===== config.mk =====
export PLATFORM = sky130hd
export DESIGN_NAME = sim_test_monitor
export DESIGN_NICKNAME = d
export VERILOG_FILES = /design/src/rtl/sim_mon_pkg.sv /design/src/rtl/sim_mon_ch.sv /design/src/rtl/sim_test_monitor.sv
export SDC_FILE = /design/constraint.sdc
export NUM_CORES = 1
export LEC_CHECK = 0
export CORE_MARGIN = 5
export CORE_UTILIZATION = 50
export CTS_BUF_LIST = sky130_fd_sc_hd__clkbuf_8
export DETAILED_ROUTE_END_ITERATION = 6
export GPL_TIMING_DRIVEN = 1
export PLACE_DENSITY_LB_ADDON = 0.25
export SLEW_MARGIN = 40
export SYNTH_ARGS = -nofsm -noshare
export SYNTH_HDL_FRONTEND = slang
export SYNTH_SLANG_ARGS = --single-unit

===== constraint.sdc =====
create_clock -name clk -period 3.1 [get_ports clk]
set_input_delay 0.465 -clock clk [delete_from_list [all_inputs] [get_ports clk]]
set_output_delay 0.465 -clock clk [all_outputs]
set_load 0.01 [all_outputs]

===== src/rtl/sim_mon_pkg.sv =====
// Shared types for the end-of-test monitor: FSM state and result encodings.
package sim_mon_pkg;

  localparam int unsigned RES_W    = 3;
  localparam int unsigned SETTLE_W = 8;

  typedef enum logic [1:0] {
    IDLE   = 2'd0,
    RUN    = 2'd1,
    SETTLE = 2'd2,
    DONE   = 2'd3
  } state_e;

  typedef enum logic [RES_W-1:0] {
    RES_NONE    = 3'd0,
    RES_PASS    = 3'd1,
    RES_FAIL    = 3'd2,
    RES_TIMEOUT = 3'd3,
    RES_SWEND   = 3'd4
  } result_e;

endpackage


===== src/rtl/sim_mon_ch.sv =====
// Per-channel slice: sticky done latch plus pass/code presentation for the settle sample.
module sim_mon_ch
  import sim_mon_pkg::*;
#(
  parameter int unsigned CODE_W = 32
) (
  input  logic              clk,
  input  logic              rst_n,
  input  logic              lat_clr,
  input  logic              lat_set,
  input  logic              ch_done,
  input  logic              ch_pass,
  input  logic [CODE_W-1:0] ch_code,
  output logic              done_lat,
  output logic              done_nxt_c,
  output logic              pass_c,
  output logic [CODE_W-1:0] code_c
);

  logic done_lat_d, done_lat_q;

  always_comb begin
    done_lat_d = done_lat_q;
    if (lat_clr) begin
      done_lat_d = 1'b0;
    end else if (lat_set && ch_done) begin
      done_lat_d = 1'b1;
    end
  end

  always_ff @(posedge clk or negedge rst_n) begin
    if (!rst_n) begin
      done_lat_q <= 1'b0;
    end else begin
      done_lat_q <= done_lat_d;
    end
  end

  assign done_lat   = done_lat_q;
  assign done_nxt_c = done_lat_d;
  assign pass_c     = ch_pass;
  assign code_c     = ch_code;

endmodule


===== src/rtl/sim_test_monitor.sv =====
// Multi-channel end-of-test monitor: run/settle/done FSM, timeout, software end,
// sticky pass/fail result with lowest-index failing channel.
module sim_test_monitor
  import sim_mon_pkg::*;
#(
  parameter int unsigned N_CH        = 1,
  parameter int unsigned CODE_W      = 32,
  parameter int unsigned SETTLE_CYC  = 3,
  parameter int unsigned TIMEOUT_CYC = 30000,
  parameter int unsigned CNT_W       = 32
) (
  input  logic                     clk,
  input  logic                     rst_n,
  input  logic                     en,
  input  logic                     clr,
  input  logic                     sw_end,
  input  logic [N_CH-1:0]          ch_done,
  input  logic [N_CH-1:0]          ch_pass,
  input  logic [N_CH*CODE_W-1:0]   ch_code,
  output logic                     busy,
  output logic                     finished,
  output logic [RES_W-1:0]         result,
  output logic [$clog2(N_CH):0]    fail_ch,
  output logic [CODE_W-1:0]        fail_code,
  output logic [N_CH-1:0]          done_lat,
  output logic [CNT_W-1:0]         cycle_cnt
);

  localparam int unsigned FCH_W = $clog2(N_CH) + 1;
  localparam logic [CNT_W-1:0] TO_LAST = CNT_W'(TIMEOUT_CYC - 1);

  state_e                state_d, state_q;
  logic [CNT_W-1:0]      cnt_d, cnt_q;
  logic [SETTLE_W-1:0]   settle_d, settle_q;
  result_e               result_d, result_q;
  logic [FCH_W-1:0]      fail_ch_d, fail_ch_q;
  logic [CODE_W-1:0]     fail_code_d, fail_code_q;
  logic                  busy_d, busy_q;
  logic                  finished_d, finished_q;

  logic                  lat_clr_c, lat_set_c;
  logic [N_CH-1:0]       done_nxt_c, pass_c;
  logic [N_CH-1:0][CODE_W-1:0] code_c;
  logic                  timeout_hit_c;
  logic                  any_fail_c;
  logic [FCH_W-1:0]      fail_idx_c;
  logic [CODE_W-1:0]     fail_sel_c;

  for (genvar g = 0; g < int'(N_CH); g++) begin : g_ch
    sim_mon_ch #(.CODE_W(CODE_W)) u_ch (
      .clk        (clk),
      .rst_n      (rst_n),
      .lat_clr    (lat_clr_c),
      .lat_set    (lat_set_c),
      .ch_done    (ch_done[g]),
      .ch_pass    (ch_pass[g]),
      .ch_code    (ch_code[g*CODE_W +: CODE_W]),
      .done_lat   (done_lat[g]),
      .done_nxt_c (done_nxt_c[g]),
      .pass_c     (pass_c[g]),
      .code_c     (code_c[g])
    );
  end

  // Lowest-index failing channel wins.
  always_comb begin
    any_fail_c = 1'b0;
    fail_idx_c = '0;
    fail_sel_c = '0;
    for (int i = 0; i < int'(N_CH); i++) begin
      if (!pass_c[i] && !any_fail_c) begin
        any_fail_c = 1'b1;
        fail_idx_c = FCH_W'(i);
        fail_sel_c = code_c[i];
      end
    end
  end

  assign timeout_hit_c = (TIMEOUT_CYC != 0) && (cnt_q == TO_LAST);

  always_comb begin
    state_d     = state_q;
    cnt_d       = cnt_q;
    settle_d    = settle_q;
    result_d    = result_q;
    fail_ch_d   = fail_ch_q;
    fail_code_d = fail_code_q;
    lat_clr_c   = 1'b0;
    lat_set_c   = 1'b0;

    unique case (state_q)
      IDLE: begin
        if (en) begin
          state_d   = RUN;
          cnt_d     = '0;
          settle_d  = '0;
          lat_clr_c = 1'b1;
        end
      end
      RUN, SETTLE: begin
        if (!en) begin
          state_d     = IDLE;
          result_d    = RES_NONE;
          fail_ch_d   = '0;
          fail_code_d = '0;
          lat_clr_c   = 1'b1;
        end else begin
          // Every non-aborted busy cycle counts, including the one that ends the run.
          cnt_d     = (&cnt_q) ? cnt_q : cnt_q + CNT_W'(1);
          lat_set_c = (state_q == RUN);
          if (sw_end) begin
            state_d     = DONE;
            result_d    = RES_SWEND;
            fail_ch_d   = '0;
            fail_code_d = '0;
          end else if (timeout_hit_c) begin
            state_d     = DONE;
            result_d    = RES_TIMEOUT;
            fail_ch_d   = '0;
            fail_code_d = '0;
          end else if (state_q == SETTLE) begin
            if (settle_q == '0) begin
              state_d     = DONE;
              result_d    = any_fail_c ? RES_FAIL : RES_PASS;
              fail_ch_d   = fail_idx_c;
              fail_code_d = fail_sel_c;
            end else begin
              settle_d = settle_q - SETTLE_W'(1);
            end
          end else if (&done_nxt_c) begin
            state_d  = SETTLE;
            settle_d = SETTLE_W'(SETTLE_CYC);
          end
        end
      end
      DONE: begin
        if (clr) begin
          state_d     = IDLE;
          result_d    = RES_NONE;
          fail_ch_d   = '0;
          fail_code_d = '0;
          lat_clr_c   = 1'b1;
        end
      end
      default: state_d = IDLE;
    endcase

    busy_d     = (state_d == RUN) || (state_d == SETTLE);
    finished_d = (state_d == DONE);
  end

  always_ff @(posedge clk or negedge rst_n) begin
    if (!rst_n) begin
      state_q     <= IDLE;
      cnt_q       <= '0;
      settle_q    <= '0;
      result_q    <= RES_NONE;
      fail_ch_q   <= '0;
      fail_code_q <= '0;
      busy_q      <= 1'b0;
      finished_q  <= 1'b0;
    end else begin
      state_q     <= state_d;
      cnt_q       <= cnt_d;
      settle_q    <= settle_d;
      result_q    <= result_d;
      fail_ch_q   <= fail_ch_d;
      fail_code_q <= fail_code_d;
      busy_q      <= busy_d;
      finished_q  <= finished_d;
    end
  end

  assign busy      = busy_q;
  assign finished  = finished_q;
  assign result    = result_q;
  assign fail_ch   = fail_ch_q;
  assign fail_code = fail_code_q;
  assign cycle_cnt = cnt_q;

endmodule

==> flow_metrics.py <==
metrics = {
    "run_status": {
        "outcome": "complete, no violations",
    },
    "clock_network": {
        "post-cts-setup-buffers": 0,
        "clock-sinks": 80,
        "htree_num_levels": 3,
        "cts_inserted_buffers": 9,
        "insertion_delay_ps": 360,
        "postCtsHoldBufs": 0,
        "cts_root_buf": "clkbuf_8",
        "cts_tree": "yes",
        "cts-resized-gates": 0,
        "clk_pin_slew_ps": 90,
        "ctsLongestPathBuffers": 2,
    },
    "logic_synthesis": {
        "netlist_area_sq_um": 4126,
        "synth_edf_count": 0,
        "syn_nets": 498,
        "synthFlopType": "dfrtp_1",
        "yosysSeqAreaShare_pct": 48.51,
        "synthCells": 452,
        "avgSynthCellArea_sq_um": 9.129,
        "async_reset_ff_share_pct": 100.0,
        "synth_cell_type_count": 51,
        "yosysWarningCount": 0,
        "synth_seq_cells": 80,
    },
    "detailed_routing": {
        "antenna_left": 0,
        "finalWirelength_mm": 10.80,
        "firstDrtPassIters": 6,
        "drcViolationCount": 0,
        "post_drt_wl_per_cell_um": 16.28,
        "num_vias": 3765,
        "dr.first_iter.drc_count": 249,
        "viasPerCell": 5.679,
    },
    "die": {
        "fp-row-count": 33,
        "io_pins": 110,
        "fp.dieArea_sq_um": 10170,
        "die_w_um": 100.8,
        "initial_core_util_pct": 50.73,
        "design.core.area_sq_um": 8134,
        "die_y_um": 100.8,
    },
    "worst_setup_path": {
        "r2r_setup_slack_ps": 430,
        "crit_family": "adder cells",
        "critical_path.max_stage_delay_ps": 450,
        "r2r-end": "busy$_DFF_PN0_",
        "cp_data_required_time_ps": 3340,
        "startpoint_type": "register",
        "crit_path_top_delay_cell": "ha_1",
        "crit_fanout": 10,
        "r2r_cells": 9,
        "critPathMostFrequentCell": "ha_1",
        "path_class": "reg -> reg",
        "worstSetupEndpointType": "register",
        "crit_chain": "inv_1 > ha_1 > nand2b_1 > a21oi_1 > o21ai_0 > mux2_2 > nor4_1 > o32ai_1 > ha_1",
        "cp_num_buf_inv": 1,
        "crit_arrival_ps": 2910,
        "rr_startpoint": "state_q[0]$_DFF_PN0_",
    },
    "finish": {
        "drive_above_1_share_pct": 6.452,
        "multi_input_area_sq_um": 1992,
        "num_antenna_cells": 0,
        "fin_area_sq_um": 5499,
        "fillers": 657,
        "areaGrowthSynthToFinish_pct": 33.26,
        "fin_nets": 599,
        "layout.area.seq_sq_um": 2002,
    },
    "power": {
        "combPwrFrac_pct": 42.1,
        "p_clk_share_pct": 21.4,
        "p_sw_mw": 1.529,
        "p_sw_share_pct": 38.96,
        "pwr-share-seq_pct": 36.5,
        "ir_drop_v": 0.0006528,
        "power.internal_mw": 2.396,
        "p_leak_nw": 2.295,
        "power_density_nw_per_um2": 713.7,
    },
    "sta": {
        "finalClockSkew_ps": 13.45,
        "setup_violations": 0,
        "fmax_mhz": 374.2,
        "finalSetupTns_ps": 0,
        "fin_crit_sh_pct": 86.20,
        "worstMarginPinSlew_ps": 709.4,
        "final-hold-violation-count": 0,
        "rsz0062_at_grt": "false",
        "fin_crit_ps": 2672,
        "slew_viol_final": 0,
        "slew_headroom_pct": 52.71,
    },
    "grt": {
        "track_usage_pct": 22.38,
        "grt_pass1_vias": 3687,
        "grt_max_degree": 81,
        "grt_pass1_wl_mm": 18.22,
        "antenna_found_initial": 0,
        "gr-total-overflow": 0,
    },
    "placement": {
        "portBuffers": 108,
        "dpl.hpwl_mm": 7.579,
        "postPlaceCellArea_sq_um": 5286,
        "place_congestion": 0.8999,
    },
    "min_path": {
        "min_path_type": "in -> async",
    },
    "job": {
        "cap_violations": 0,
    },
}
[power by group through the flow]
stage          Sequential [mW]  Combinational (mW)  Clock, mW
6_report                  1.43                1.65      0.840
5_1_grt                   1.47                1.83      0.901
4_1_cts                   1.43                1.66      0.842
3_5_place_dp              1.45                1.66          0
3_3_place_gp              1.43                1.60          0
2_1_floorplan             1.51               0.920          0
[stage by stage]
step                hold slack [ps]  worst slack (ps)  utilization, %  power, mW  instances
finish                        130.7             427.8           67.61      3.925        663
global route                  177.7             215.5           67.61      4.200        663
CTS                           168.7             438.7           67.61      3.934        663
detailed placement            474.5             307.1           64.99      3.104        647
global placement              462.1             398.1           64.85      3.035        647
floorplan                     169.4             717.2               -      2.431        452
[Yosys cell counts (all sizes together), types with 2 or more instances]
cell / n / area (sq um)
nor4b: 5 / 50.04
nand2: 65 / 244.0
nand2b: 3 / 18.77
nor3: 14 / 70.07
xnor2: 17 / 148.9
nor4: 13 / 81.33
nor2b: 2 / 12.51
o41ai: 3 / 33.79
and2: 8 / 51.31
o32ai: 2 / 17.52
and3: 7 / 45.05
mux2i: 5 / 50.05
buf: 12 / 65.06
clkbuf: 12 / 45.04
nand4: 13 / 87.58
nand3: 45 / 225.2
o31ai: 2 / 15.01
or3: 2 / 12.51
inv: 7 / 26.28
ha: 7 / 87.58
a31oi: 6 / 37.54
a211o: 2 / 17.52
dfrtp: 80 / 2002
o21ai: 41 / 205.2
and4: 7 / 61.31
or2: 2 / 12.51
nor2: 44 / 165.2
xor2: 9 / 78.83
a21oi: 3 / 15.01
[cell usage in the layout (no fill, tap or decap), types with 2 or more instances in the layout]
master             n
ha_1               7
and4_1             7
and2_1             6
buf_4              7
nor4_1            13
mux2i_1            5
o21ai_1           24
a31oi_1            6
o32ai_1            2
nor4b_1            4
o41ai_1            2
inv_1              9
nor2b_1            2
or2_2              2
nand3_1           45
xor2_1             9
clkdlybuf4s50_1  107
o31ai_1            2
nor2_1            43
o21ai_0           17
a211o_1            2
a21oi_1            3
nor3_1            13
and3_1             6
nand4_1           12
or3_1              2
clkbuf_8           9
bufinv_16          2
nand2b_1           3
nand2_1           65
xnor2_1           17
dfrtp_1           80
[area by class of cell]
type                       instances  share of cell area, %
sequential                        80                  36.41
multi-input combinational        340                  36.22
timing repair buffer             115                  20.64
tap                              105                  2.389
clock buffer                       9                  2.253
clock inverter                     7                  1.615
inverter                           7                 0.4778
[cells by family after synthesis]
family / Yosys count / share of synthesized area, %
buffers and inverters: 32 / 3.608
xor gates and xnor gates: 26 / 5.519
and+or+nand+nor: 234 / 28.47
adders and majority gates: 7 / 2.122
AOI/OAI and AO/OA: 66 / 10.19
other: 1 / 0.09088
muxes: 6 / 1.486
DFF: 80 / 48.51
[per-layer routing]
| metal | track usage [%] | wire length, um | share of wire (%) |
|---|---|---|---|
| met5 | 0 | 0 | 0 |
| met4 | 5.078 | 107 | 0.99 |
| met3 | 7.266 | 906 | 8.4 |
| met2 | 36.41 | 5347 | 50 |
| met1 | 29.20 | 4434 | 41 |
[sequential cells by signal (all words and copies together) (netlist names)]
signal,cells
cycle_cnt,32
state_q,2
result,3
g_ch.u_ch.done_lat,1
finished,1
busy,1
settle_q,8
fail_code,32
[worst max path at each step]
stage / start / end / slack (ps) / depth (start not counted)
final: state_q[0]$_DFF_PN0_ / busy$_DFF_PN0_ / 430 / 9
after global routing: state_q[0]$_DFF_PN0_ / busy$_DFF_PN0_ / 220 / 9
after CTS: state_q[0]$_DFF_PN0_ / busy$_DFF_PN0_ / 440 / 9
after detailed placement: en / busy$_DFF_PN0_ / 310 / 8
after global placement: en / busy$_DFF_PN0_ / 400 / 8
after floorplan: state_q[0]$_DFF_PN0_ / busy$_DFF_PN0_ / 720 / 10
No activity file was read; power rests on OpenSTA's default activity.
